**src/rtl/cmt_pkg.sv**
```systemverilog
// cmt_pkg: CMT register map, sequencer FSM states and write-step indices
package cmt_pkg;
  localparam logic [7:0] CMT_A_STR     = 8'h00;
  localparam logic [7:0] CMT_A_CSR0    = 8'h04;
  localparam logic [7:0] CMT_A_CNT0    = 8'h08;
  localparam logic [7:0] CMT_A_COR0    = 8'h0C;
  localparam logic [7:0] CMT_CH_STRIDE = 8'h10;
  typedef enum logic [2:0] {S_IDLE, S_GRANT, S_SETUP, S_ACCESS, S_DONE} state_t;
  typedef enum logic [2:0] {W_STR_OFF, W_CSR, W_COR, W_CNT, W_STR_ON} step_t;
endpackage

```
**src/rtl/cmt_rr_arb.sv**
```systemverilog
// cmt_rr_arb: round-robin arbiter, first set request scanning upward from ptr with wrap
module cmt_rr_arb #(
  parameter int NREQ = 2,
  parameter int IW = NREQ > 1 ? $clog2(NREQ) : 1
) (
  input  logic [NREQ-1:0] req,
  input  logic [IW-1:0]   ptr,
  output logic [NREQ-1:0] gnt,
  output logic [IW-1:0]   idx,
  output logic            any
);
  always_comb begin
    idx = '0;
    for (int o = NREQ - 1; o >= 0; o--)
      if (req[(int'(ptr) + o) % NREQ]) idx = IW'((int'(ptr) + o) % NREQ);
    any = |req;
    gnt = any ? NREQ'(1) << idx : '0;
  end
endmodule

```
**src/rtl/cmt_cfg_seq.sv**
```systemverilog
// cmt_cfg_seq: arbitrates channel setup requests and expands each into CMT APB writes
module cmt_cfg_seq import cmt_pkg::*; #(
  parameter int NREQ = 2,
  parameter logic [7:0] A_STR     = CMT_A_STR,
  parameter logic [7:0] A_CSR0    = CMT_A_CSR0,
  parameter logic [7:0] A_CNT0    = CMT_A_CNT0,
  parameter logic [7:0] A_COR0    = CMT_A_COR0,
  parameter logic [7:0] CH_STRIDE = CMT_CH_STRIDE
) (
  input  logic                 clk,
  input  logic                 rst,
  input  logic [NREQ-1:0]      req_i,
  input  logic [NREQ-1:0]      req_ch_i,
  input  logic [NREQ-1:0]      req_start_i,
  input  logic [2*NREQ-1:0]    req_cks_i,
  input  logic [16*NREQ-1:0]   req_const_i,
  output logic [NREQ-1:0]      ack_o,
  output logic                 err_o,
  output logic                 busy_o,
  output logic                 psel_o,
  output logic                 penable_o,
  output logic                 pwrite_o,
  output logic [7:0]           paddr_o,
  output logic [31:0]          pwdata_o,
  input  logic                 pready_i,
  input  logic                 pslverr_i
);
  localparam int IW = NREQ > 1 ? $clog2(NREQ) : 1;
  state_t state, state_nx;
  step_t step;
  logic [IW-1:0] rr_ptr, a_idx;
  logic [NREQ-1:0] a_gnt, gnt_q;
  logic a_any, ch, start, err, last, str_wr;
  logic [1:0] cks, shadow, bit_ch;
  logic [15:0] cnst;
  logic [7:0] base, addr;
  logic [31:0] data;

  cmt_rr_arb #(.NREQ(NREQ), .IW(IW)) u_arb (
    .req(req_i), .ptr(rr_ptr), .gnt(a_gnt), .idx(a_idx), .any(a_any)
  );

  always_comb begin
    bit_ch = ch ? 2'b10 : 2'b01;
    last = !start || step == W_STR_ON;
    str_wr = step == W_STR_OFF || step == W_STR_ON;
    base = step == W_CSR ? A_CSR0 : step == W_COR ? A_COR0 : A_CNT0;
    addr = str_wr ? A_STR : base + (ch ? CH_STRIDE : 8'h00);
    data = step == W_STR_OFF ? {30'b0, shadow & ~bit_ch}
         : step == W_STR_ON  ? {30'b0, shadow | bit_ch}
         : step == W_CSR     ? {30'b0, cks}
         : step == W_COR     ? {16'b0, cnst} : 32'b0;
    state_nx = state;
    case (state)
      S_IDLE:   state_nx = a_any ? S_GRANT : S_IDLE;
      S_GRANT:  state_nx = a_any ? S_SETUP : S_IDLE;
      S_SETUP:  state_nx = S_ACCESS;
      S_ACCESS: state_nx = !pready_i ? S_ACCESS : (pslverr_i || last) ? S_DONE : S_SETUP;
      default:  state_nx = S_IDLE;
    endcase
  end

  assign psel_o    = state == S_SETUP || state == S_ACCESS;
  assign penable_o = state == S_ACCESS;
  assign pwrite_o  = 1'b1;
  assign paddr_o   = psel_o ? addr : 8'h00;
  assign pwdata_o  = psel_o ? data : 32'h0;
  assign busy_o    = state != S_IDLE;
  assign ack_o     = state == S_DONE ? gnt_q : '0;
  assign err_o     = state == S_DONE && err;

  always_ff @(posedge clk or posedge rst)
    if (rst) state <= S_IDLE;
    else state <= state_nx;

  always_ff @(posedge clk or posedge rst)
    if (rst) begin
      rr_ptr <= '0;
      gnt_q  <= '0;
      ch     <= 1'b0;
      start  <= 1'b0;
      cks    <= 2'b00;
      cnst   <= 16'h0;
      step   <= W_STR_OFF;
      shadow <= 2'b00;
      err    <= 1'b0;
    end else if (state == S_GRANT && a_any) begin
      rr_ptr <= IW'((int'(a_idx) + 1) % NREQ);
      gnt_q  <= a_gnt;
      ch     <= req_ch_i[a_idx];
      start  <= req_start_i[a_idx];
      cks    <= req_cks_i[2*int'(a_idx) +: 2];
      cnst   <= req_const_i[16*int'(a_idx) +: 16];
      step   <= W_STR_OFF;
      err    <= 1'b0;
    end else if (state == S_ACCESS && pready_i) begin
      // an errored write leaves the shadow alone and ends the sequence
      err <= pslverr_i;
      if (!pslverr_i && str_wr) shadow <= data[1:0];
      if (!pslverr_i && !last) step <= step_t'(step + 3'd1);
    end
endmodule

```
**config.mk**
```make
export PLATFORM = sky130hd
export DESIGN_NAME = cmt_cfg_seq
export DESIGN_NICKNAME = d
export VERILOG_FILES = /design/src/rtl/cmt_pkg.sv /design/src/rtl/cmt_rr_arb.sv /design/src/rtl/cmt_cfg_seq.sv
export SDC_FILE = /design/constraint.sdc
export NUM_CORES = 1
export LEC_CHECK = 0
export CAP_MARGIN = 20
export CORE_ASPECT_RATIO = 1.2
export CORE_MARGIN = 2
export CORE_UTILIZATION = 40
export CTS_BUF_LIST = sky130_fd_sc_hd__clkbuf_2
export DETAILED_ROUTE_END_ITERATION = 7
export HOLD_SLACK_MARGIN = 0.03
export PLACE_DENSITY = 0.85
export SYNTH_ARGS = -nofsm -noshare
export SYNTH_HDL_FRONTEND = slang
export SYNTH_SLANG_ARGS = --single-unit
```
**constraint.sdc**
```tcl
create_clock -name clk -period 2 [get_ports clk]
set_clock_uncertainty 0.2 [all_clocks]
set_input_delay 0.4 -clock clk [delete_from_list [all_inputs] [get_ports clk]]
set_output_delay 0.4 -clock clk [all_outputs]
set_load 0.01 [all_outputs]
```
# Word-level counts from Yosys, hierarchy flattened

Cells that the tools add are included.

Bits of input ports: 46
Word-level logic and storage cells: 86
Register bits: 32

Add/sub/neg operators: 4
Multiplexer cells: 34
Shifts and indexed selects: 3
Order comparisons: 3
Equal/unequal tests: 7
Reduce and logical (&&, ||, !) cells: 20
Bitwise logic cells: 5

Operators with widths:

| cell                                                                 | number |
|---|---|
| 16-bit two-way mux                                                   | 5 |
| 32-bit by 6-bit indexed part select with 16-bit output               | 1 |
| 3-bit two-way mux                                                    | 6 |
| 1-bit two-way mux                                                    | 14 |
| 6-bit two-way mux                                                    | 2 |
| 3-bit one-hot mux with 4 select lines                                | 1 |
| 3-bit by 2-bit == test with 1-bit output, second input constant      | 3 |
| 2-bit two-way mux                                                    | 4 |
| 4-bit by 5-bit adder with 6-bit output                               | 1 |
| 3-bit by 1-bit == test with 1-bit output, second input constant      | 2 |
| 3-bit == test, second input constant                                 | 2 |
| 3-bit zero test                                                      | 2 |
| 1-bit logical AND                                                    | 5 |
| 5-bit two-way mux                                                    | 1 |
| 1-bit logical OR                                                     | 4 |
| 1-bit by 2-bit < comparator with 1-bit output, second input constant | 2 |
| 4-bit two-way mux                                                    | 1 |
| 2-bit nonzero test                                                   | 2 |
| 4-bit by 3-bit indexed part select with 2-bit output                 | 1 |
| 3-bit by 1-bit adder with 3-bit output, second input constant        | 1 |
| 1-bit zero test                                                      | 3 |
| 2-bit by 3-bit < comparator with 1-bit output, second input constant | 1 |
| 3-bit AND reduction                                                  | 1 |
| 3-bit nonzero test                                                   | 1 |
| other kinds (9)                                                      | 10 |

# Logic depth before layout (Yosys ltp)

Gate-level depths: netlist of the first run.

Depth after elaboration: 9
Depth in mapped cells: 6
Gate-level depth less buffers: 5

# Modules after synthesis

From an unflattened synthesis of the first run, not the netlist that was laid out.

Cell total of the unflattened synthesis: 222
Area, all modules: 2,055.7 um^2

Modules (own cells, without submodules):

| module      | sequential area each (um^2) | instances | area each (um^2) | cells each |
|---|---|---|---|---|
| cmt_cfg_seq | 800.8                       | 1         | 2,023.2          | 217 |
| cmt_rr_arb  | 0.0                         | 1         | 32.5             | 5 |

# Worst setup path before layout of the first run

No wires, ideal clock.

Kind: register to output
From: register step[0]
To: output pwdata_o[0]
Setup slack: 0.043 ns
Required time: 1.400 ns
Path buffers: 1
Stages on the path, launching flop included: 6
Arrival: 1.357 ns
Cells stage by stage: dfrtp_1 -> inv_1 -> ha_1 -> clkbuf_1 -> a211o_1 -> a21oi_1

Cells in the longest elaborated chain, start to end: 6

Ends and longest elaborated chain:

| item                                     | line               | source |
|---|---|---|
| start: declaration                       | cmt_cfg_seq.sv:30  | `step_t step;` |
| start signal: assignment                 | cmt_cfg_seq.sv:100 | `if (!pslverr_i && !last) step <= step_t'(step + 3'd1);` |
| 3-bit by 2-bit == test with 1-bit output | cmt_cfg_seq.sv:52  | `: step == W_COR ? {16'b0, cnst} : 32'b0;` |
| 16-bit two-way mux                       | cmt_cfg_seq.sv:52  |  |
| 16-bit two-way mux                       | cmt_cfg_seq.sv:51  | `: step == W_CSR ? {30'b0, cks}` |
| 16-bit two-way mux                       | cmt_cfg_seq.sv:50  | `: step == W_STR_ON ? {30'b0, shadow \| bit_ch}` |
| 16-bit two-way mux *                     | cmt_cfg_seq.sv:49  | `data = step == W_STR_OFF ? {30'b0, shadow & ~bit_ch}` |
| 16-bit two-way mux *                     | cmt_cfg_seq.sv:67  | `assign pwdata_o = psel_o ? data : 32'h0;` |
| end: declaration                         | cmt_cfg_seq.sv:24  | `output logic [31:0] pwdata_o,` |

Mark *: on every way between the ends. The rest lies on a longest branch, timed or not.

# Final worst setup path of the first run

From: register step[0]
To: output pwdata_o[9]

The elaborated chain is that of the path after synthesis.

==> results of run 1 <==
-- layout make-up --
cell class | count | area, sq um
multi-input combinational | 184 | 1260
sequential | 32 | 801
fill | 430 | 1960
tap | 62 | 77.6
inverter | 7 | 26.3
clock inverter | 3 | 13.8
timing repair buffer | 122 | 1100
clock buffer | 5 | 25.0
-- metrics by stage --
| stage | setup WS, ps | hold slack (ps) | cell area [sq um] | total power [W] | cells |
|---|---|---|---|---|---|
| after floorplan | 42.8 | 273 | 2250 | 0.00208 | 265 |
| after global placement | -472 | 289 | 3010 | 0.00262 | 389 |
| after detailed placement | -519 | 286 | 3010 | 0.00269 | 389 |
| after CTS | -696 | 201 | 3270 | 0.00314 | 412 |
| after global routing | -761 | 201 | 3300 | 0.00345 | 415 |
| final | -702 | 163 | 3300 | 0.00323 | 415 |
-- cell usage in the layout (no fill, tap or decap), types with 3 or more instances in the layout --
master / instances
sky130_fd_sc_hd__a21oi_1: 29
sky130_fd_sc_hd__a31oi_1: 21
sky130_fd_sc_hd__and2_1: 3
sky130_fd_sc_hd__and2_4: 13
sky130_fd_sc_hd__and3_1: 3
sky130_fd_sc_hd__buf_2: 10
sky130_fd_sc_hd__buf_4: 40
sky130_fd_sc_hd__buf_6: 26
sky130_fd_sc_hd__clkbuf_2: 6
sky130_fd_sc_hd__clkdlybuf4s50_1: 45
sky130_fd_sc_hd__conb_1: 22
sky130_fd_sc_hd__dfrtp_1: 32
sky130_fd_sc_hd__inv_1: 5
sky130_fd_sc_hd__mux2_2: 5
sky130_fd_sc_hd__nand2_1: 9
sky130_fd_sc_hd__nand3b_1: 22
sky130_fd_sc_hd__nor2_1: 4
sky130_fd_sc_hd__o21ai_0: 22
-- routing by layer --
layer	track usage	wire, microns
met1	0.228	2360
met2	0.384	3490
met3	0.0324	329
met4	0.0858	143
met5	0	0
-- tightest hold or removal path, cell delays in order --
cell and delay (ps):
sky130_fd_sc_hd__clkdlybuf4s50_1 390, sky130_fd_sc_hd__inv_1 50, sky130_fd_sc_hd__buf_4 360
-- Yosys cell counts, types with 3 or more instances --
cell / instances
sky130_fd_sc_hd__and2_1: 7
sky130_fd_sc_hd__nand2_1: 9
sky130_fd_sc_hd__inv_1: 7
sky130_fd_sc_hd__a31oi_1: 21
sky130_fd_sc_hd__nand3b_1: 22
sky130_fd_sc_hd__dfrtp_1: 32
sky130_fd_sc_hd__o21ai_0: 22
sky130_fd_sc_hd__buf_2: 3
sky130_fd_sc_hd__and3_1: 3
sky130_fd_sc_hd__buf_4: 25
sky130_fd_sc_hd__mux2_2: 5
sky130_fd_sc_hd__nand2b_1: 3
sky130_fd_sc_hd__and2_2: 9
sky130_fd_sc_hd__clkbuf_1: 12
sky130_fd_sc_hd__nor2_1: 5
sky130_fd_sc_hd__ha_1: 4
sky130_fd_sc_hd__a21oi_1: 30
-- kinds of logic (layout without fill, tap and decap cells) --
logic type	after synthesis	after routing	synth area share
AO/OA/AOI/OAI	79	79	0.202
buffers and inverters	49	137	0.136
adder cells (fa/ha/maj)	4	4	0.0230
AND/OR/NAND/NOR	73	73	0.234
other	2	22	0.00346
flip-flops	32	32	0.368
multiplexers	6	6	0.0328
-- registers in the layout, indices dropped and copies added, names as in the netlist --
register / flops
ch: 1
cks: 2
cnst: 16
err: 1
gnt_q: 2
rr_ptr: 1
shadow: 2
start: 1
state: 3
step: 3
-- power breakdown --
| group | internal, W | switching, W |
|---|---|---|
| clock network | 0.0000783 | 0.000227 |
| logic | 0.000900 | 0.000882 |
| registers | 0.000939 | 0.000201 |
-- repair_timing --
| item | CTS | global route |
|---|---|---|
| endpoints found under the setup margin | 25 | 24 |
| resized for setup | 154 | 7 |
| buffers inserted | 14 | 9 |
| cloned | 1 | 0 |
| pin swaps | 19 | 5 |
-- worst min path at each step --
stage / startpoint / endpoint / slack, ps / depth (start not counted)
2_1_floorplan: gnt_q[1]$_DFFE_PP0P_ / gnt_q[1]$_DFFE_PP0P_ / 270 / 1
4_1_cts: rst / shadow[1]$_DFFE_PP0P_ / 200 / 3
3_5_place_dp: gnt_q[1]$_DFFE_PP0P_ / gnt_q[1]$_DFFE_PP0P_ / 290 / 1
5_1_grt: rst / shadow[1]$_DFFE_PP0P_ / 200 / 3
3_3_place_gp: shadow[0]$_DFFE_PP0P_ / shadow[0]$_DFFE_PP0P_ / 290 / 1
6_report: rst / shadow[1]$_DFFE_PP0P_ / 160 / 3
==> report_table.html, run 1 <==
<table>
<tr><th>Metric</th><th>Value</th></tr>
<tr><th colspan="2">Outcome</th></tr>
<tr><td>Run status</td><td>finished, violations left</td></tr>
<tr><td>Failing checks</td><td>negative setup slack</td></tr>
<tr><th colspan="2">Setup path</th></tr>
<tr><td>Largest fanout of any net on the critical path</td><td>3</td></tr>
<tr><td>Crit-path max cell delay</td><td>~470 ps</td></tr>
<tr><td>Buffers and inverters on the worst path</td><td>5</td></tr>
<tr><td>Slowest library cell on the worst path</td><td>sky130_fd_sc_hd__dfrtp_1</td></tr>
<tr><td>Crit path depth</td><td>9</td></tr>
<tr><td>Arr. time, crit path</td><td>approximately 2100 ps</td></tr>
<tr><td>Family with the most delay on the worst path</td><td>buffers and inverters</td></tr>
<tr><td>Crit path launch type</td><td>flip-flop</td></tr>
<tr><td>Data required time of the critical path</td><td>1400 ps</td></tr>
<tr><td>Sort of element at the end of the critical path</td><td>primary output</td></tr>
<tr><td>CP startpoint</td><td>step[0]$_DFFE_PP0P_</td></tr>
<tr><td>R2R Path Start</td><td>step[1]$_DFFE_PP0P_</td></tr>
<tr><td>Logic depth of the worst register-to-register path</td><td>8</td></tr>
<tr><td>Capture instance of the worst register-to-register path</td><td>step[2]$_DFFE_PP0P_</td></tr>
<tr><td>Cell chain of the critical path</td><td>inv_2, ha_4, nand2b_4, nor4_4, buf_4, buf_6, buf_4, and2_4, buf_6</td></tr>
<tr><td>Type of the setup path with the least slack</td><td>flip-flop to primary output</td></tr>
<tr><td>Flop2flop setup slack</td><td>20 ps</td></tr>
<tr><td>End point of the critical path</td><td>pwdata_o[9]</td></tr>
<tr><th colspan="2">Synth</th></tr>
<tr><td>Avg Inst Size Synth</td><td>between 8 and 9 sq um</td></tr>
<tr><td>Synth Flop Type</td><td>sky130_fd_sc_hd__dfrtp_1</td></tr>
<tr><td>#FFs+latches synth</td><td>32</td></tr>
<tr><td>Number of warning messages in the yosys log</td><td>0</td></tr>
<tr><td>Synthesized cell area</td><td>0.00217 sq mm</td></tr>
<tr><td>Post-synth EDFFs</td><td>0</td></tr>
<tr><td>Sequential fraction of the synthesis area</td><td>0.368</td></tr>
<tr><td>Synth unique cells</td><td>36</td></tr>
<tr><td>Proportion of register bits with asynchronous set or reset after synthesis</td><td>1.00</td></tr>
<tr><td>Count of mapped cells out of synthesis</td><td>245</td></tr>
<tr><td>Cell type with the largest total area after synthesis</td><td>sky130_fd_sc_hd__dfrtp_1</td></tr>
<tr><td>Area share of the leading cell type in the synthesized netlist</td><td>0.368</td></tr>
<tr><td>Synth top area cells</td><td>sky130_fd_sc_hd__dfrtp_1 (37%), sky130_fd_sc_hd__buf_4 (8.6%), sky130_fd_sc_hd__nand3b_1 (7.6%)</td></tr>
<tr><th colspan="2">Layout</th></tr>
<tr><td>Final net count</td><td>around 400</td></tr>
<tr><td>Signed area change from the synthesized netlist to the final layout</td><td>51.8%</td></tr>
<tr><td>Total inserted antenna cells</td><td>0</td></tr>
<tr><td>Final core utilization</td><td>0.627</td></tr>
<tr><td>Share of layout cells above drive strength 1</td><td>0.340</td></tr>
<tr><th colspan="2">STA</th></tr>
<tr><td>Setup violations, final</td><td>20</td></tr>
<tr><td>Final Hold Viols</td><td>0</td></tr>
<tr><td>Setup repair after global routing missed its margin</td><td>yes</td></tr>
<tr><td>Crit path setup slack, layout</td><td>-702 ps</td></tr>
<tr><td>Number of max-slew violations in the final report</td><td>0</td></tr>
<tr><td>Timing-limited maximum frequency</td><td>roughly 370 MHz</td></tr>
<tr><td>Shortest clock period the worst path allows after layout</td><td>2700 ps</td></tr>
<tr><td>Tcrit/Tclk final</td><td>1.35</td></tr>
<tr><td>Sum Neg Setup Slack</td><td>-10720 ps</td></tr>
<tr><th colspan="2">CTS</th></tr>
<tr><td>Clk_lat worst skew</td><td>between 300 and 400 ps</td></tr>
<tr><td>Number of buffers created by CTS</td><td>5</td></tr>
<tr><td>Clock transition at the register clock pins on the worst setup and hold paths after CTS</td><td>between 150 and 200 ps</td></tr>
<tr><td>Clock buffer depth</td><td>2</td></tr>
<tr><td>CTS root buf</td><td>sky130_fd_sc_hd__clkbuf_2</td></tr>
<tr><td>Quantity of hold-fixing buffers added after cts</td><td>0</td></tr>
<tr><td>Clock tree from TritonCTS</td><td>yes</td></tr>
<tr><td>Number of sinks on the clock net</td><td>32</td></tr>
<tr><td>Level count of the clock H-tree</td><td>2</td></tr>
<tr><th colspan="2">Global routing</th></tr>
<tr><td>Number of antenna violations at the first check in global routing</td><td>0</td></tr>
<tr><td>Pin count of the biggest net entering global routing</td><td>33</td></tr>
<tr><td>Global-route wire length before repair</td><td>9.86 mm</td></tr>
<tr><td>Via count of the first global-routing pass</td><td>between 2000 and 2500</td></tr>
<tr><td>Overflow after GRT</td><td>0</td></tr>
<tr><td>Overall routing resource usage</td><td>0.206</td></tr>
<tr><th colspan="2">Pwr</th></tr>
<tr><td>Reported leakage power</td><td>about 1.5 nW</td></tr>
<tr><td>Pwr dens</td><td>between 900 and 1000 mW/mm^2</td></tr>
<tr><td>IR Drop Worst-Case VDD</td><td>0.511 mV</td></tr>
<tr><th colspan="2">Route</th></tr>
<tr><td>Detailed-route wire length per cell</td><td>around 15 microns</td></tr>
<tr><td>Final Routed Wirelength</td><td>roughly 6.3 mm</td></tr>
<tr><td>Final antenna-violating net count</td><td>0</td></tr>
<tr><td>Iteration count of the initial detailed-routing pass</td><td>4</td></tr>
<tr><td>Violation count after the first detailed-route iteration</td><td>96</td></tr>
<tr><td>Total DRC errors in the routed layout</td><td>0</td></tr>
<tr><td>Detail-routed via count per cell</td><td>around 5.3</td></tr>
<tr><td>Total via count in the routed design</td><td>roughly 2200</td></tr>
<tr><th colspan="2">Placed design</th></tr>
<tr><td>RD Place Congestion</td><td>between 0.8 and 0.9</td></tr>
<tr><td>HPWL after detailed placement</td><td>about 4.5 mm</td></tr>
<tr><td>Total of buffers placed on input and output ports</td><td>70</td></tr>
<tr><th colspan="2">Die</th></tr>
<tr><td>Die boundary width</td><td>roughly 71 microns</td></tr>
<tr><td>Initial core utilization</td><td>0.413</td></tr>
<tr><td>Number of placement rows</td><td>29</td></tr>
<tr><td>Area of the die</td><td>just over 0.006 sq mm</td></tr>
<tr><td>Top-level port count</td><td>93</td></tr>
<tr><td>Core footprint</td><td>0.00526 sq mm</td></tr>
<tr><td>Die Height</td><td>between 80 and 90 microns</td></tr>
<tr><th colspan="2">Job</th></tr>
<tr><td>Count of max-cap constraint violations</td><td>0</td></tr>
<tr><th colspan="2">Hold path</th></tr>
<tr><td>Type of the worst min-delay path</td><td>input port to asynchronous set/reset pin</td></tr>
</table>
(Power assumes the default switching activity.)
==> inputs of run 2 (changes only) <==
--- a/config.mk
+++ b/config.mk
@@ -8,11 +8,12 @@
 export CAP_MARGIN = 20
 export CORE_ASPECT_RATIO = 1.2
 export CORE_MARGIN = 2
-export CORE_UTILIZATION = 40
+export CORE_UTILIZATION = 25
 export CTS_BUF_LIST = sky130_fd_sc_hd__clkbuf_2
 export DETAILED_ROUTE_END_ITERATION = 7
 export HOLD_SLACK_MARGIN = 0.03
-export PLACE_DENSITY = 0.85
+export PLACE_DENSITY = 0.58
 export SYNTH_ARGS = -nofsm -noshare
 export SYNTH_HDL_FRONTEND = slang
 export SYNTH_SLANG_ARGS = --single-unit
+export TNS_END_PERCENT = 5
==> constraint.sdc (replaced) <==
create_clock -name clk -period 2.82 [get_ports clk]
set_clock_uncertainty 0.2 [all_clocks]
set_input_delay 0.564 -clock clk [delete_from_list [all_inputs] [get_ports clk]]
set_output_delay 0.564 -clock clk [all_outputs]
set_load 0.01 [all_outputs]
==> run 2 against run 1 <==
Wire length down 1.1%. Critical path depth decreased by 1. Clock power grew 5%. Worst setup slack better by 700 ps. Cell count up 7.2%. Global-route usage is 6.8 points lower. Largest cell class unchanged. Hold slack improved by 180 ps. The flow still finishes with violations (negative setup slack). First-iteration DRC count fell by 27%. Critical path type unchanged. Core utilization shrank 26 points.
==> report_table.html, run 2 (synthesis results as in run 1) <==
<table>
<tr><th>Metric</th><th>Value</th></tr>
<tr><th colspan="2">Die</th></tr>
<tr><td>Area of the die</td><td>0.00946 sq mm (was 0.00604 sq mm)</td></tr>
<tr><td>Die boundary width</td><td>89.1 microns (was 71.3 microns)</td></tr>
<tr><td>Initial core utilization</td><td>0.255 (was 0.413)</td></tr>
<tr><td>Top-level port count</td><td>93 (unchanged)</td></tr>
<tr><td>Die Height</td><td>106 microns (was 84.7 microns)</td></tr>
<tr><td>Core footprint</td><td>0.00852 sq mm (was 0.00526 sq mm)</td></tr>
<tr><td>Number of placement rows</td><td>37 (was 29)</td></tr>
<tr><th colspan="2">CTS</th></tr>
<tr><td>Number of buffers created by CTS</td><td>5 (unchanged)</td></tr>
<tr><td>Clock buffer depth</td><td>2 (unchanged)</td></tr>
<tr><td>Clock transition at the register clock pins on the worst setup and hold paths after CTS</td><td>190 ps (about the same)</td></tr>
<tr><td>Clk_lat worst skew</td><td>380 ps (about the same)</td></tr>
<tr><td>CTS root buf</td><td>sky130_fd_sc_hd__clkbuf_2 (unchanged)</td></tr>
<tr><td>Level count of the clock H-tree</td><td>2 (unchanged)</td></tr>
<tr><td>Number of sinks on the clock net</td><td>32 (unchanged)</td></tr>
<tr><td>Quantity of hold-fixing buffers added after cts</td><td>0 (unchanged)</td></tr>
<tr><td>Clock tree from TritonCTS</td><td>yes (unchanged)</td></tr>
<tr><th colspan="2">Outcome</th></tr>
<tr><td>Run status</td><td>finished, violations left (unchanged)</td></tr>
<tr><td>Failing checks</td><td>negative setup slack (unchanged)</td></tr>
<tr><th colspan="2">Global routing</th></tr>
<tr><td>Via count of the first global-routing pass</td><td>2125 (was 2174)</td></tr>
<tr><td>Overall routing resource usage</td><td>0.138 (was 0.206)</td></tr>
<tr><td>Number of antenna violations at the first check in global routing</td><td>0 (unchanged)</td></tr>
<tr><td>Overflow after GRT</td><td>0 (unchanged)</td></tr>
<tr><td>Pin count of the biggest net entering global routing</td><td>33 (unchanged)</td></tr>
<tr><td>Global-route wire length before repair</td><td>10.3 mm (was 9.86 mm)</td></tr>
<tr><th colspan="2">STA</th></tr>
<tr><td>Transition at the pin with the smallest max-transition slack</td><td>between 600 and 700 ps</td></tr>
<tr><td>Tcrit/Tclk final</td><td>1.00</td></tr>
<tr><td>Shortest clock period the worst path allows after layout</td><td>2820 ps</td></tr>
<tr><td>Number of max-slew violations in the final report</td><td>0 (unchanged)</td></tr>
<tr><td>Slew headroom</td><td>0.594</td></tr>
<tr><td>Sum Neg Setup Slack</td><td>-12.9 ps (was -10720 ps)</td></tr>
<tr><td>Setup violations, final</td><td>4 (was 20)</td></tr>
<tr><td>Crit path setup slack, layout</td><td>-4.00 ps (was -702 ps)</td></tr>
<tr><td>Setup repair after global routing missed its margin</td><td>yes (unchanged)</td></tr>
<tr><td>Final Hold Viols</td><td>0 (unchanged)</td></tr>
<tr><td>Timing-limited maximum frequency</td><td>around 350 MHz</td></tr>
<tr><th colspan="2">Setup path</th></tr>
<tr><td>Flop2flop setup slack</td><td>900 ps (was 20 ps)</td></tr>
<tr><td>Type of the setup path with the least slack</td><td>flip-flop to primary output (unchanged)</td></tr>
<tr><td>R2R Path Start</td><td>state[2]$_DFF_PP0_ (was step[1]$_DFFE_PP0P_)</td></tr>
<tr><td>Arr. time, crit path</td><td>2060 ps (was 2100 ps)</td></tr>
<tr><td>End point of the critical path</td><td>pwdata_o[5] (was pwdata_o[9])</td></tr>
<tr><td>Largest fanout of any net on the critical path</td><td>4 (was 3)</td></tr>
<tr><td>CP startpoint</td><td>step[0]$_DFFE_PP0P_ (unchanged)</td></tr>
<tr><td>Sort of element at the end of the critical path</td><td>primary output (unchanged)</td></tr>
<tr><td>Crit path launch type</td><td>flip-flop (unchanged)</td></tr>
<tr><td>Data required time of the critical path</td><td>2060 ps (was 1400 ps)</td></tr>
<tr><td>Logic depth of the worst register-to-register path</td><td>4 (was 8)</td></tr>
<tr><td>Capture instance of the worst register-to-register path</td><td>shadow[0]$_DFFE_PP0P_ (was step[2]$_DFFE_PP0P_)</td></tr>
<tr><th colspan="2">Layout</th></tr>
<tr><td>Flip-flop count of the largest register after layout</td><td>16 (unchanged)</td></tr>
<tr><td>Largest registers ranked by flip-flop count</td><td>cnst (16), state (3), step (3) (unchanged)</td></tr>
<tr><td>Final net count</td><td>377 (was 402)</td></tr>
<tr><td>Total inserted antenna cells</td><td>0 (unchanged)</td></tr>
<tr><td>Most frequent cells in the layout</td><td>sky130_fd_sc_hd__clkdlybuf4s50_1 (51), sky130_fd_sc_hd__dfrtp_1 (32), sky130_fd_sc_hd__a21oi_1 (30) (was sky130_fd_sc_hd__clkdlybuf4s50_1 (45), sky130_fd_sc_hd__buf_4 (40), sky130_fd_sc_hd__dfrtp_1 (32))</td></tr>
<tr><td>Register bank with the most flops</td><td>cnst (unchanged)</td></tr>
<tr><td>Final core utilization</td><td>0.370 (was 0.627)</td></tr>
<tr><td>Share of layout cells above drive strength 1</td><td>0.241 (was 0.340)</td></tr>
<tr><td>Area occupied by registers</td><td>801 sq um (unchanged)</td></tr>
<tr><td>Most frequent standard cell in the layout excluding fill and tap cells</td><td>sky130_fd_sc_hd__clkdlybuf4s50_1 (unchanged)</td></tr>
<tr><td>Area occupied by multi-input gates</td><td>0.00121 sq mm (was 0.00126 sq mm)</td></tr>
<tr><td>Number of inserted filler cells in the final layout</td><td>899 (was 430)</td></tr>
<tr><td>Signed area change from the synthesized netlist to the final layout</td><td>45.1% (was 51.8%)</td></tr>
<tr><th colspan="2">Pwr</th></tr>
<tr><td>Pwr dens</td><td>690 mW/mm^2 (was 978 mW/mm^2)</td></tr>
<tr><td>Reported leakage power</td><td>1.32 nW (was 1.45 nW)</td></tr>
<tr><td>IR Drop Worst-Case VDD</td><td>0.245 mV (was 0.511 mV)</td></tr>
<tr><th colspan="2">Route</th></tr>
<tr><td>Detail-routed via count per cell</td><td>4.62 (was 5.33)</td></tr>
<tr><td>Total via count in the routed design</td><td>2054 (was 2211)</td></tr>
<tr><td>Total DRC errors in the routed layout</td><td>0 (unchanged)</td></tr>
<tr><td>Iteration count of the initial detailed-routing pass</td><td>4 (unchanged)</td></tr>
<tr><td>Final Routed Wirelength</td><td>6.26 mm (was 6.32 mm)</td></tr>
<tr><td>Violation count after the first detailed-route iteration</td><td>70 (was 96)</td></tr>
<tr><td>Final antenna-violating net count</td><td>0 (unchanged)</td></tr>
<tr><td>Detailed-route wire length per cell</td><td>14.1 microns (was 15.2 microns)</td></tr>
<tr><th colspan="2">Job</th></tr>
<tr><td>Count of max-cap constraint violations</td><td>0 (unchanged)</td></tr>
<tr><th colspan="2">Placed design</th></tr>
<tr><td>RD Place Congestion</td><td>0.824 (was 0.846)</td></tr>
<tr><td>HPWL after detailed placement</td><td>4.56 mm (was 4.46 mm)</td></tr>
<tr><td>Total of buffers placed on input and output ports</td><td>70 (unchanged)</td></tr>
<tr><th colspan="2">Hold path</th></tr>
<tr><td>Type of the worst min-delay path</td><td>flip-flop to flip-flop (was input port to asynchronous set/reset pin)</td></tr>
</table>
[run 2: where the power goes]
group / switching (W) / total [W] / internal (W)
Clock: 0.000167 / 0.000320 / 0.000153
Sequential: 0.000143 / 0.000808 / 0.000665
Combinational: 0.000539 / 0.00105 / 0.000509
[run 2: area by class of cell]
| cell class | count | area share |
|---|---|---|
| clock inverters | 2 | 0.0111 |
| well taps | 117 | 0.0464 |
| clock buffers | 6 | 0.00952 |
| flip-flops and latches | 32 | 0.254 |
| repair buffers | 97 | 0.288 |
| multi-input cells | 184 | 0.383 |
| inverters | 7 | 0.00833 |
[run 2: per-layer routing]
metal,wire length [microns],global-route usage,vias to the layer above
met5,0,0,-
met3,335,0.0248,15
met2,3150,0.230,75
li1,-,-,994
met4,176,0.0533,0
met1,2600,0.175,970
[run 2: how the worst min path moves through the flow]
stage          depth (start not counted)                   from  slack (ps)                    end
2_1_floorplan                          1   gnt_q[1]$_DFFE_PP0P_         270   gnt_q[1]$_DFFE_PP0P_
3_3_place_gp                           1  shadow[0]$_DFFE_PP0P_         290  shadow[0]$_DFFE_PP0P_
3_5_place_dp                           2   gnt_q[0]$_DFFE_PP0P_         310   gnt_q[0]$_DFFE_PP0P_
4_1_cts                                1  shadow[0]$_DFFE_PP0P_         340  shadow[0]$_DFFE_PP0P_
5_1_grt                                1  shadow[1]$_DFFE_PP0P_         360  shadow[1]$_DFFE_PP0P_
6_report                               1   gnt_q[1]$_DFFE_PP0P_         340   gnt_q[1]$_DFFE_PP0P_
[run 2: worst max-delay path, stage by stage (launching register included)]
cell	delay [ps]
sky130_fd_sc_hd__dfrtp_1	460
sky130_fd_sc_hd__inv_2	100
sky130_fd_sc_hd__ha_4	180
sky130_fd_sc_hd__nor4_4	340
sky130_fd_sc_hd__buf_4	200
sky130_fd_sc_hd__buf_6	100
sky130_fd_sc_hd__buf_6	100
sky130_fd_sc_hd__and2_4	130
sky130_fd_sc_hd__buf_6	90
[run 2: what timing repair did]
| action | CTS | global route |
|---|---|---|
| setup buffers | 6 | 2 |
| endpoints found under the setup margin | 19 | 16 |
| pin swaps | 4 | 6 |
| gates resized for setup | 71 | 21 |
[run 2: through the flow]
step                setup slack (ps)  std cells  hold WS [ps]  cell area (sq um)  power (W)
floorplan                        699        265           273               2250    0.00148
global placement                 133        429           288               2970    0.00180
detailed placement              83.7        429           306               2970    0.00181
CTS                            -93.0        443           343               3090    0.00216
global route                    -137        445           361               3150    0.00238
finish                         -4.00        445           339               3150    0.00218
